File: config.mk
export PLATFORM = sky130hd
export DESIGN_NAME = wb_slot_scheduler_flat
export DESIGN_NICKNAME = d
export VERILOG_FILES = /design/src/rtl/wb_slot_scheduler_pkg.sv /design/src/rtl/wb_slot_scheduler_if.sv /design/src/rtl/wb_slot_scheduler_var_arbiter.sv /design/src/rtl/wb_slot_scheduler.sv /design/src/flat_wrapper.sv
export SDC_FILE = /design/constraint.sdc
export NUM_CORES = 1
export LEC_CHECK = 0
export CAP_MARGIN = 5
export CELL_PAD_IN_SITES_DETAIL_PLACEMENT = 2
export CELL_PAD_IN_SITES_GLOBAL_PLACEMENT = 2
export CORE_MARGIN = 3
export CORE_UTILIZATION = 26
export CTS_BUF_LIST = sky130_fd_sc_hd__clkbuf_4
export DETAILED_ROUTE_END_ITERATION = 7
export PLACE_DENSITY = 0.87
export SLEW_MARGIN = 40
export SYNTH_ARGS = -nofsm -noshare
export SYNTH_HDL_FRONTEND = slang
export SYNTH_SLANG_ARGS = --single-unit
File: constraint.sdc
create_clock -name clk -period 1.6 [get_ports clk]
set_input_delay 0.24 -clock clk [delete_from_list [all_inputs] [get_ports clk]]
set_output_delay 0.24 -clock clk [all_outputs]
set_load 0.05 [all_outputs]
File: src/rtl/wb_slot_scheduler_pkg.sv
// Shared types for the writeback slot scheduler: source encoding, slot entry
// layout and parameter legality bounds.
package wb_sched_pkg;

    // Encoding matches the writeback data mux select.
    typedef enum logic [1:0] {
        SRC_ALU = 2'b00,
        SRC_MUL = 2'b01,
        SRC_DIV = 2'b10,
        SRC_LSU = 2'b11
    } wb_src_t;

    typedef struct packed {
        logic    valid;
        wb_src_t src;
    } slot_t;

    localparam slot_t SLOT_EMPTY = '{valid: 1'b0, src: SRC_ALU};

    localparam int MUL_LAT_MIN    = 2;
    localparam int STARVE_LIM_MIN = 1;

endpackage

File: src/rtl/wb_slot_scheduler_if.sv
// Issue-side and variable-latency-unit request/grant signals of the writeback
// slot scheduler.
interface wb_slot_scheduler_if;

    logic fix_req_valid;
    logic fix_req_src;
    logic fix_req_grant;
    logic div_req_valid;
    logic div_req_ready;
    logic lsu_req_valid;
    logic lsu_req_ready;

    modport master (
        output fix_req_valid, fix_req_src, div_req_valid, lsu_req_valid,
        input  fix_req_grant, div_req_ready, lsu_req_ready
    );

    modport slave (
        input  fix_req_valid, fix_req_src, div_req_valid, lsu_req_valid,
        output fix_req_grant, div_req_ready, lsu_req_ready
    );

endinterface

File: src/rtl/wb_slot_scheduler_var_arbiter.sv
// Round-robin arbiter between DIV and LSU writeback requests with saturating
// starvation counters; reports starvation so ALU issue can yield.
module wb_var_arbiter #(
    parameter int STARVE_LIM = 4
) (
    input  logic clk,
    input  logic rst,
    input  logic clk_en,
    input  logic div_valid,
    input  logic lsu_valid,
    input  logic slot_free,
    output logic div_ready,
    output logic lsu_ready,
    output logic starve
);

    localparam int            CW  = $clog2(STARVE_LIM + 1);
    localparam logic [CW-1:0] LIM = CW'(STARVE_LIM);

    logic [CW-1:0] div_wait;
    logic [CW-1:0] lsu_wait;
    logic          rr_ptr;      // 0: DIV first, 1: LSU first
    logic          div_starve;
    logic          lsu_starve;
    logic          pick_div;

    always_comb begin
        // NOTE: every output gets a value on every path so no latch is inferred.
        pick_div   = div_valid;
        div_starve = div_valid && (div_wait >= LIM);
        lsu_starve = lsu_valid && (lsu_wait >= LIM);
        starve     = div_starve || lsu_starve;
        if (div_valid && lsu_valid) begin
            if (div_starve != lsu_starve) pick_div = div_starve;
            else                          pick_div = !rr_ptr;
        end
        div_ready = clk_en && slot_free && div_valid && pick_div;
        lsu_ready = clk_en && slot_free && lsu_valid && !pick_div;
    end

    // NOTE: state registers use non-blocking assignments only.
    always_ff @(posedge clk or posedge rst) begin
        if (rst) begin
            div_wait <= '0;
            lsu_wait <= '0;
            rr_ptr   <= 1'b0;
        end else if (clk_en) begin
            if (div_ready || !div_valid) div_wait <= '0;
            else if (div_wait < LIM)     div_wait <= div_wait + CW'(1);

            if (lsu_ready || !lsu_valid) lsu_wait <= '0;
            else if (lsu_wait < LIM)     lsu_wait <= lsu_wait + CW'(1);

            // Point at the unit that was not just served.
            if (div_ready)      rr_ptr <= 1'b1;
            else if (lsu_ready) rr_ptr <= 1'b0;
        end
    end

endmodule

File: src/rtl/wb_slot_scheduler.sv
// Writeback port scheduler: fixed-latency units book future slots at issue,
// variable-latency units take free next-cycle slots via wb_var_arbiter.
module wb_slot_scheduler
    import wb_sched_pkg::*;
#(
    parameter int MAX_LAT    = 4,
    parameter int MUL_LAT    = 3,
    parameter int STARVE_LIM = 4
) (
    input  logic                  clk,
    input  logic                  rst,
    input  logic                  clk_en,
    wb_slot_scheduler_if.slave    bus,
    output wb_src_t               wb_sel,
    output logic                  wb_sel_valid,
    output logic [MAX_LAT-1:0]    slot_busy
);

    if (MUL_LAT < MUL_LAT_MIN || MUL_LAT > MAX_LAT) begin : g_bad_mul_lat
        $error("wb_slot_scheduler: MUL_LAT must be in 2..MAX_LAT");
    end
    if (STARVE_LIM < STARVE_LIM_MIN) begin : g_bad_starve_lim
        $error("wb_slot_scheduler: STARVE_LIM must be at least 1");
    end

    slot_t slot_q [MAX_LAT];
    slot_t slot_d [MAX_LAT];

    logic alu_req;
    logic mul_req;
    logic alu_grant;
    logic mul_grant;
    logic slot1_free;
    logic mul_free;
    logic var_slot_free;
    logic starve;

    assign alu_req    = bus.fix_req_valid && !bus.fix_req_src;
    assign mul_req    = bus.fix_req_valid &&  bus.fix_req_src;
    assign slot1_free = !slot_q[1].valid;

    // A MUL landing at the window edge targets a slot that is always empty.
    if (MUL_LAT >= MAX_LAT) begin : g_mul_edge
        assign mul_free = 1'b1;
    end else begin : g_mul_in
        assign mul_free = !slot_q[MUL_LAT].valid;
    end

    assign alu_grant         = clk_en && alu_req && slot1_free && !starve;
    assign mul_grant         = clk_en && mul_req && mul_free;
    assign bus.fix_req_grant = alu_grant || mul_grant;
    assign var_slot_free     = slot1_free && !(alu_req && !starve);

    wb_var_arbiter #(.STARVE_LIM(STARVE_LIM)) u_var_arb (
        .clk       (clk),
        .rst       (rst),
        .clk_en    (clk_en),
        .div_valid (bus.div_req_valid),
        .lsu_valid (bus.lsu_req_valid),
        .slot_free (var_slot_free),
        .div_ready (bus.div_req_ready),
        .lsu_ready (bus.lsu_req_ready),
        .starve    (starve)
    );

    always_comb begin
        for (int k = 0; k < MAX_LAT - 1; k++) slot_d[k] = slot_q[k+1];
        slot_d[MAX_LAT-1] = SLOT_EMPTY;
        if (alu_grant)         slot_d[0] = '{valid: 1'b1, src: SRC_ALU};
        if (bus.div_req_ready) slot_d[0] = '{valid: 1'b1, src: SRC_DIV};
        if (bus.lsu_req_ready) slot_d[0] = '{valid: 1'b1, src: SRC_LSU};
        if (mul_grant)         slot_d[MUL_LAT-1] = '{valid: 1'b1, src: SRC_MUL};
    end

    always_ff @(posedge clk or posedge rst) begin
        if (rst) begin
            // NOTE: the table is a handful of flops, so every entry is reset to discard bookings.
            for (int k = 0; k < MAX_LAT; k++) slot_q[k] <= SLOT_EMPTY;
        end else if (clk_en) begin
            slot_q <= slot_d;
        end
    end

    assign wb_sel       = slot_q[0].src;
    assign wb_sel_valid = slot_q[0].valid;

    always_comb begin
        for (int k = 0; k < MAX_LAT; k++) slot_busy[k] = slot_q[k].valid;
    end

endmodule

File: src/flat_wrapper.sv
// flat-port wrapper written by rule: the top's interface ports become plain ports
module wb_slot_scheduler_flat import wb_sched_pkg::*;
#(
    parameter int MAX_LAT    = 4,
    parameter int MUL_LAT    = 3,
    parameter int STARVE_LIM = 4
)
  (clk, rst, clk_en, wb_sel, wb_sel_valid, slot_busy, bus_fix_req_valid, bus_fix_req_src, bus_div_req_valid, bus_lsu_req_valid, bus_fix_req_grant, bus_div_req_ready, bus_lsu_req_ready);
  wb_slot_scheduler_if bus_i ();
  input  logic clk;
  input  logic rst;
  input  logic clk_en;
  output wb_src_t wb_sel;
  output logic wb_sel_valid;
  output logic [MAX_LAT-1:0] slot_busy;
  input wire logic [$bits(bus_i.fix_req_valid)-1:0] bus_fix_req_valid;
  input wire logic [$bits(bus_i.fix_req_src)-1:0] bus_fix_req_src;
  input wire logic [$bits(bus_i.div_req_valid)-1:0] bus_div_req_valid;
  input wire logic [$bits(bus_i.lsu_req_valid)-1:0] bus_lsu_req_valid;
  output wire logic [$bits(bus_i.fix_req_grant)-1:0] bus_fix_req_grant;
  output wire logic [$bits(bus_i.div_req_ready)-1:0] bus_div_req_ready;
  output wire logic [$bits(bus_i.lsu_req_ready)-1:0] bus_lsu_req_ready;
  assign bus_i.fix_req_valid = bus_fix_req_valid;
  assign bus_i.fix_req_src = bus_fix_req_src;
  assign bus_i.div_req_valid = bus_div_req_valid;
  assign bus_i.lsu_req_valid = bus_lsu_req_valid;
  assign bus_fix_req_grant = bus_i.fix_req_grant;
  assign bus_div_req_ready = bus_i.div_req_ready;
  assign bus_lsu_req_ready = bus_i.lsu_req_ready;
  wb_slot_scheduler #(.MAX_LAT(MAX_LAT), .MUL_LAT(MUL_LAT), .STARVE_LIM(STARVE_LIM)) u_core (.clk(clk), .rst(rst), .clk_en(clk_en), .bus(bus_i), .wb_sel(wb_sel), .wb_sel_valid(wb_sel_valid), .slot_busy(slot_busy));
endmodule
==> flow_summary.json <==
{
  "yosys_warnings": 0,
  "syn_inst": 80,
  "multi_input_area_um2": 400,
  "ir_drop_v": 0.000585,
  "dr.pass1.iters": 4,
  "critPathMaxFanout": 3,
  "grtUsageTotal_pct": 17.5,
  "period_minus_slack_ns": 2.02,
  "syn_nets": 90,
  "io_pins": 17,
  "hold_viol_final": 0,
  "setup_tns_ns": -1.46,
  "synth_edf_count": 0,
  "wl_per_cell_um": 18.6,
  "p_leak_nw": 0.532,
  "fmax_mhz": 494,
  "grt_max_degree": 19,
  "gp_congestion": 0.743,
  "crit_path_start_kind": "flip-flop",
  "h-tree-depth": 1,
  "arrival_ns": 1.78,
  "antenna_cells": 0,
  "holdWs_ns": 0.288,
  "max-cap-violations": 0,
  "rsz0062_at_grt": "true",
  "mostFrequentLayoutCell": "buf_4",
  "clk_latency_ns": 0.29,
  "cts_tree": "done",
  "swShare_pct": 38.8,
  "cts_buffers": 3,
  "num_rows": 18,
  "max_slew_margin_pct": 65.0,
  "grt_pass1_wl_um": 4330,
  "die_x_um": 58.0,
  "cts_hold_buf": 0,
  "cts.sinks": 12,
  "io_buffers": 15,
  "outcome": "complete, but fails checks",
  "cts_root_buf": "clkbuf_4",
  "drt-total-wl_um": 2720,
  "rrSetupSlack_ns": -0.20,
  "nets": 128,
  "period_share_pct": 126,
  "power_switching_uw": 391,
  "start_util_pct": 27.8,
  "drive_gt1_share_pct": 47.4,
  "p_comb_share_pct": 42.5,
  "setup_slack_ns": -0.424,
  "clkPwrFrac_pct": 20.0,
  "synth_top_cell_by_area": "dfrtp_1",
  "clk_pin_slew_ns": 0.08,
  "fin_area_mm2": 0.00116,
  "clock_path_buffers": 2,
  "synth_seq_cells": 12,
  "cell_internal_pwr_uw": 618,
  "grt_pass1_vias": 842,
  "synth_top_area_share_pct": 42.8,
  "via_per_inst": 4.98,
  "path_class": "reg2out",
  "die-area_mm2": 0.00336,
  "antenna_found_initial": 0,
  "fillers": 275,
  "power.total_mw": 1.01,
  "ant_nets": 0,
  "hp-class": "in2async",
  "area_growth_pct": 64.9,
  "tightest_slew_ns": 0.524,
  "p_seq_share_pct": 37.5,
  "power.density_mw_per_mm2": 872,
  "dpl.hpwl_um": 1790,
  "critPathRequiredTime_ns": 1.36,
  "async_flop_share_pct": 100,
  "synthFlopType": "dfrtp_1",
  "drc": 0,
  "clock_skew_ns": 0.00570,
  "gr-total-overflow": 0,
  "mostFrequentLayoutCells": "27 x buf_4, 12 x dfrtp_1, 7 x a21oi_1, 7 x inv_1, 6 x nand2_1",
  "placed_area_mm2": 0.00100,
  "ys_seq_area_share_pct": 42.8,
  "setup_viol": 7,
  "coreArea_mm2": 0.00252,
  "via_count": 727,
  "drt-initial-drc-count": 6,
  "synth_cell_types": 25,
  "syn_area_per_cell_um2": 8.77,
  "endpoint_kind": "output port",
  "register_area_um2": 300,
  "violations": "negative setup slack",
  "synthesis.area_um2": 702,
  "die_h_um": 58.0,
  "synth.area.top_cells": "dfrtp_1 43%, a21oi_1 7.1%, ha_1 5.3%",
  "slew_viol_final": 0
}
-- metal layers --
metal	up-vias	share of wire, %	track usage (%)
li1	338	-	-
met1	367	41	19.2
met2	15	54	32.4
met3	7	2.4	3.79
met4	0	2.8	6.62
met5	-	0	0
-- what timing repair did --
action / 4_1_cts / 5_1_grt
setup endpoints to repair: 8 / 11
gates resized for setup: 12 / 3
pin swaps: 11 / 8
cloned: 0 / 0
buffers inserted: 3 / 9
-- final timing paths --
path                       depth (start not counted)                                  endpoint                                      from
hold reg to reg                                    1  u_core.u_var_arb.lsu_wait[0]$_DFFE_PP0P_  u_core.u_var_arb.lsu_wait[0]$_DFFE_PP0P_
min in group clk                                   1  u_core.u_var_arb.lsu_wait[0]$_DFFE_PP0P_  u_core.u_var_arb.lsu_wait[0]$_DFFE_PP0P_
hold / removal                                     2  u_core.u_var_arb.lsu_wait[0]$_DFFE_PP0P_                                       rst
setup / recovery                                   8                         bus_lsu_req_ready  u_core.u_var_arb.lsu_wait[2]$_DFFE_PP0P_
max in group asynchronous                          2  u_core.u_var_arb.div_wait[1]$_DFFE_PP0P_                                       rst
setup reg to reg                                  10       u_core.u_var_arb.rr_ptr$_DFFE_PP0P_  u_core.u_var_arb.lsu_wait[2]$_DFFE_PP0P_
-- critical path: stages, from the launching register on --
cell and delay (ns):
dfrtp_1 0.40, nand2_2 0.10, ha_4 0.22, buf_12 0.12, nor2_4 0.14, o21ai_1 0.11, nand3_2 0.12, clkinvlp_4 0.12
buf_12 0.16
-- stage by stage --
stage / worst slack (ns) / utilization [%] / instances
finish: -0.424 / 45.9 / 146
global route: -0.510 / 45.9 / 146
CTS: -0.419 / 43.4 / 139
detailed placement: -0.507 / 39.7 / 133
global placement: -0.433 / 39.7 / 133
floorplan: 0.0132 / - / 80
-- cells by family after synthesis --
kind of cell               count (synthesis)  share of synthesized area [%]
AOI/OAI and AO/OA                         24                           21.6
buffers and inverters                     14                           10.5
and+or+nand+nor                           25                           17.8
adders and majority gates                  3                           5.35
other                                      1                          0.534
DFF                                       12                           42.8
muxes                                      1                           1.43
-- Yosys cell counts, drive strengths merged (2+ instances only) --
cell,instances
nand2,8
o21ai,7
o2111ai,2
ha,3
o22ai,2
nand3,2
nor2,8
buf,6
dfrtp,12
inv,8
and2,2
o21a,2
nor2b,2
a21oi,10
-- area by class of cell --
type / count / share of cell area [%]
Multi-Input combinational cell: 54 / 34.6
Clock buffer: 3 / 1.95
Inverter: 8 / 2.92
Timing Repair Buffer: 39 / 31.4
Sequential cell: 12 / 25.9
Tap cell: 30 / 3.24
-- flip-flops by register name, summed over array words and instances (netlist names) --
register	cells
u_core.u_var_arb.div_wait	3
u_core.u_var_arb.lsu_wait	3
u_core.wb_sel	2
u_core.slot_d	1
u_core.slot_q	1
u_core.u_var_arb.rr_ptr	1
u_core.wb_sel_valid	1
-- power by group through the flow --
stage	Clock, mW	Combinational [mW]	Sequential, mW
after floorplan	0	0.177	0.413
after global placement	0	0.341	0.375
final	0.202	0.429	0.378
after detailed placement	0	0.360	0.379
after global routing	0.230	0.458	0.384
after CTS	0.216	0.393	0.376
Note: power is estimated with default switching activity, not from simulation.
